$ cat src/rtl/ps2_kbd_tx.sv
// rtl/ps2_kbd_tx.sv - PS/2 keyboard-side transmitter: byte FIFO feeding a device-clocked 11-bit serial frame
module ps2_kbd_tx #(
    parameter int HALF_PERIOD = 2500,
    parameter int GAP_CYCLES  = 5000,
    parameter int FIFO_DEPTH  = 8
) (
    input  logic                          clk,
    input  logic                          rst,
    input  logic [7:0]                    in_data,
    input  logic                          in_valid,
    output logic                          in_ready,
    input  logic                          force_bad_parity,
    output logic                          ps2_clk,
    output logic                          ps2_data,
    output logic                          busy,
    output logic [$clog2(FIFO_DEPTH):0]   fifo_count
);

    localparam int AW   = $clog2(FIFO_DEPTH);
    localparam int CW   = AW + 1;
    localparam int TMAX = (HALF_PERIOD > GAP_CYCLES) ? HALF_PERIOD : GAP_CYCLES;
    localparam int TW   = $clog2(TMAX);

    typedef enum logic [1:0] {IDLE, SEND, GAP} state_t;

    logic [7:0]    mem [FIFO_DEPTH];
    logic [AW-1:0] wr_ptr, rd_ptr;
    logic [CW-1:0] count;
    logic          push, pop;
    logic [7:0]    head;

    state_t        state, state_n;
    logic [3:0]    bit_idx, bit_n;
    logic          phase, phase_n;     // 1 = HIGH half, 0 = LOW half
    logic [TW-1:0] timer, timer_n;
    logic [10:0]   frame, frame_n;
    logic          ps2_clk_n, ps2_data_n;

    assign in_ready   = (count < CW'(FIFO_DEPTH));
    assign fifo_count = count;
    assign busy       = (state != IDLE);
    assign push       = in_valid && in_ready;
    assign head       = mem[rd_ptr];

    always_ff @(posedge clk) begin
        if (push && !rst) begin
            mem[wr_ptr] <= in_data;
        end
    end

    always_ff @(posedge clk) begin
        if (rst) begin
            wr_ptr <= '0;
            rd_ptr <= '0;
            count  <= '0;
        end else begin
            if (push) begin
                wr_ptr <= wr_ptr + 1'b1;
            end
            if (pop) begin
                rd_ptr <= rd_ptr + 1'b1;
            end
            case ({push, pop})
                2'b10:   count <= count + 1'b1;
                2'b01:   count <= count - 1'b1;
                default: count <= count;
            endcase
        end
    end

    always_ff @(posedge clk) begin
        if (rst) begin
            state    <= IDLE;
            bit_idx  <= '0;
            phase    <= 1'b1;
            timer    <= '0;
            frame    <= '1;
            ps2_clk  <= 1'b1;
            ps2_data <= 1'b1;
        end else begin
            state    <= state_n;
            bit_idx  <= bit_n;
            phase    <= phase_n;
            timer    <= timer_n;
            frame    <= frame_n;
            ps2_clk  <= ps2_clk_n;
            ps2_data <= ps2_data_n;
        end
    end

    always_comb begin
        state_n = state;
        bit_n   = bit_idx;
        phase_n = phase;
        timer_n = timer;
        frame_n = frame;
        pop     = 1'b0;
        case (state)
            IDLE: begin
                if (count != '0) begin
                    pop     = 1'b1;
                    frame_n = {1'b1, (~^head) ^ force_bad_parity, head, 1'b0};
                    state_n = SEND;
                    bit_n   = 4'd0;
                    phase_n = 1'b1;
                    timer_n = '0;
                end
            end
            SEND: begin
                if (timer == TW'(HALF_PERIOD - 1)) begin
                    timer_n = '0;
                    if (phase) begin
                        phase_n = 1'b0;
                    end else if (bit_idx == 4'd10) begin
                        state_n = GAP;
                        bit_n   = 4'd0;
                        phase_n = 1'b1;
                    end else begin
                        bit_n   = bit_idx + 4'd1;
                        phase_n = 1'b1;
                    end
                end else begin
                    timer_n = timer + 1'b1;
                end
            end
            GAP: begin
                if (timer == TW'(GAP_CYCLES - 1)) begin
                    timer_n = '0;
                    state_n = IDLE;
                end else begin
                    timer_n = timer + 1'b1;
                end
            end
            default: state_n = IDLE;
        endcase
        // Line levels are registered from the next state so they switch on the same edge as the FSM.
        ps2_clk_n  = (state_n == SEND) ? phase_n : 1'b1;
        ps2_data_n = (state_n == SEND) ? frame_n[bit_n] : 1'b1;
    end

endmodule

$ cat config.mk
export PLATFORM = sky130hd
export DESIGN_NAME = ps2_kbd_tx
export DESIGN_NICKNAME = d
export VERILOG_FILES = /design/src/rtl/ps2_kbd_tx.sv
export SDC_FILE = /design/constraint.sdc
export NUM_CORES = 1
export LEC_CHECK = 0
export ABC_AREA = 1
export CORE_ASPECT_RATIO = 1.4
export CORE_MARGIN = 5
export CORE_UTILIZATION = 60
export DETAILED_ROUTE_END_ITERATION = 16
export PLACE_DENSITY = 0.82
export SKIP_LAST_GASP = 1
export SLEW_MARGIN = 20
export SYNTH_ARGS = -nofsm -noshare
export SYNTH_HDL_FRONTEND = slang
export SYNTH_SLANG_ARGS = --single-unit
$ cat constraint.sdc
create_clock -name clk -period 2.64 [get_ports clk]
set_input_delay 0.528 -clock clk [delete_from_list [all_inputs] [get_ports clk]]
set_output_delay 0.528 -clock clk [all_outputs]
set_load 0.05 [all_outputs]
==> flow_summary.toml <==
[outcome]
status = "finished, final reports clean"

[timing]
skew_ns = 0.00768
setup_viol = 0
rsz0062_at_grt = "no"
fin_crit_ns = 2.40
maxSlewViolCount = 0
final.setup.tns_ns = 0
layout_setup_ws_ns = 0.238
finalCritPeriodShare_pct = 91.0
hold_viol = 0
max_freq_mhz = 416
worstMarginPinSlew_ns = 0.502
slew_headroom_pct = 66.4

[cts]
cts_setup_buffers = 0
clk_latency_ns = 0.35
cts_root_buf = "clkbuf_16"
clockBufferDepth = 2
clkSlewWorstSetupHoldPaths_ns = 0.07
numCtsBuffers = 9
hold_buffers = 0
cts.sinks = 110
h-tree-depth = 3
cts_resized = 0
cts_tree = "yes"

[synth]
yosys.area.top_type_share_pct = 35.2
syn_area_um2 = 5470
synth_nets = 704
synthTopCellsByArea = "edfxtp_1, dfxtp_1, nand2_1"
synth-seq-cells = 110
synth-seq-area-share_pct = 52.0
ys_warn_count = 0
yosysTopAreaCell = "edfxtp_1"
syn-instance-count = 679
synth.distinct_cells = 38
avgSynthCellArea_um2 = 8.05

[placed_design]
dp_slack_ns = 0.104
hpwl_um = 8400
gp_congestion = 0.883
portBuffers = 19
dp.cells = 806

[critical_path]
slowest_stage = "dfxtp_1"
cp_max_fo = 4
arrival_ns = 2.64
start_kind = "register"
required_ns = 2.88
crit_path_cell_trace = "inv_1 -> ha_1 -> nand2_1 -> inv_2 -> ha_1 -> ha_1 -> nand2_1 -> nor2_1 -> a211oi_1 -> nor2_1 -> nor2_1 -> nand2_1 -> o21ai_0 -> a21oi_1"
crit_buf_inv = 2
endpoint_kind = "register"
critPathMaxStageDelay_ns = 0.38
cp_top_family = "adder cells"
path_class = "register to register"

[floorplan]
fp.dieH_um = 123
die_area_um2 = 11100
pin_count = 20
coreArea_um2 = 8980
rows = 41
start_util_pct = 60.9
die_width_um = 90.7

[global_route]
grt_pass1_wl_um = 19700
grt_antenna_before_repair = 0
grt_max_degree = 31
grt_pass1_vias = 4328
overflow = 0
grtUsageTotal_pct = 22.3

[power_and_ir_drop]
p_leak_uw = 0.00273
p_clk_share_pct = 23.5
power.net_switching_uw = 2220
p_int_uw = 3410
vdd_ir_drop_max_uv = 667
power.density_nw_per_um2 = 922
p_seq_share_pct = 36.6
combPwrFrac_pct = 39.9
swShare_pct = 39.4

[detailed_routing]
drt_iter0_drc = 271
first_pass_iters = 5
drt-total-wl_um = 11800
vias_per_cell = 5.35
avgRoutedWirePerCell_um = 14.4
ant_nets = 0
drc_errors = 0
vias = 4394

[final_layout]
fin_nets = 735
fin_cells = 822
drive_gt1_share_pct = 7.41
fillerInstances = 700
layout_common_cells = "nand2_1, inv_1, nand3_1"
n_antenna_cell = 0
syn2layout_area_growth_pct = 11.7
final_common_cell = "nand2_1"

[min_path]
hold_class = "register to register"

[job]
drv_cap = 0
==> metrics by stage <==
step	total power [uW]	util (%)	hold WS, ns	cell area, um^2
after floorplan	3800	-	0.396	5470
after global placement	4240	64.7	0.412	5810
after detailed placement	4320	64.7	0.421	5810
after CTS	5640	68.0	0.450	6100
after global routing	6010	68.0	0.466	6100
final	5630	68.0	0.442	6100
==> cell type report <==
cell class | count | area, um^2 | area share (%)
Tap cell | 107 | 134 | 2.19
Clock buffer | 11 | 254 | 4.16
Timing Repair Buffer | 38 | 335 | 5.49
Multi-Input combinational cell | 442 | 2080 | 34.1
Inverter | 109 | 415 | 6.80
Clock inverter | 5 | 40.0 | 0.656
Sequential cell | 110 | 2850 | 46.6
==> kinds of logic after synthesis <==
kind of cell / after synthesis / synth area share [%]
AND/OR/NAND/NOR: 370 / 28.6
flip-flops: 110 / 52.0
adder cells (fa/ha/maj): 13 / 3.11
XOR/XNOR: 5 / 0.801
AO/OA/AOI/OAI: 54 / 5.56
buffers and inverters: 127 / 9.94
==> final timing paths <==
kind	cells after the start	slack, ns	start	endpoint
max reg2reg	14	0.24	state[0]$_SDFF_PP0_	fifo_count[3]$_SDFFE_PP0P_
max	14	0.24	state[0]$_SDFF_PP0_	fifo_count[3]$_SDFFE_PP0P_
min	2	0.44	frame[10]$_SDFF_PP1_	frame[10]$_SDFF_PP1_
min reg2reg	2	0.44	frame[10]$_SDFF_PP1_	frame[10]$_SDFF_PP1_
==> power groups by stage <==
stage | clock (uW) | sequential, uW | combinational, uW
finish | 1320 | 2060 | 2240
global route | 1410 | 2080 | 2520
CTS | 1340 | 2060 | 2240
detailed placement | 0 | 2100 | 2220
global placement | 0 | 2090 | 2150
floorplan | 0 | 2150 | 1650
==> sequential cells by signal, summed over array words and instances, names as in the netlist, named ones only <==
register    flops
frame          11
timer          13
ps2_clk         1
ps2_data        1
rd_ptr          3
wr_ptr          3
bit_idx         4
mem            64
state           2
phase           1
fifo_count      4
==> worst min-delay path: cells and delay by family, from the launching register on <==
family,cells,cell delay [ns]
flip-flops,1,0.31
AND/OR/NAND/NOR,2,0.10
==> metal layers <==
layer	global-route usage, %	wire length (um)	vias up
li1	-	-	2229
met1	23.0	4330	2018
met2	43.3	6550	116
met3	3.29	485	31
met4	11.5	437	0
met5	0	0	-
==> cells in the mapped netlist (all sizes together) <==
| master | instances |
|---|---|
| nand2 | 232 |
| inv | 109 |
| nand3 | 69 |
| edfxtp | 64 |
| dfxtp | 46 |
| nor2 | 42 |
| o21ai | 30 |
| buf | 15 |
| a21oi | 14 |
| ha | 12 |
| nor3 | 9 |
| nand4 | 6 |
| or2 | 5 |
| xor2 | 4 |
| clkbuf | 3 |
| nor3b | 3 |
| a211oi | 2 |
| a221oi | 2 |
| nor4 | 2 |
| o21a | 2 |
| a31oi | 1 |
| and2 | 1 |
| fa | 1 |
| nand3b | 1 |
| o211ai | 1 |
| o22ai | 1 |
| o32ai | 1 |
| xnor2 | 1 |
No activity file was read; power rests on OpenSTA's default activity.
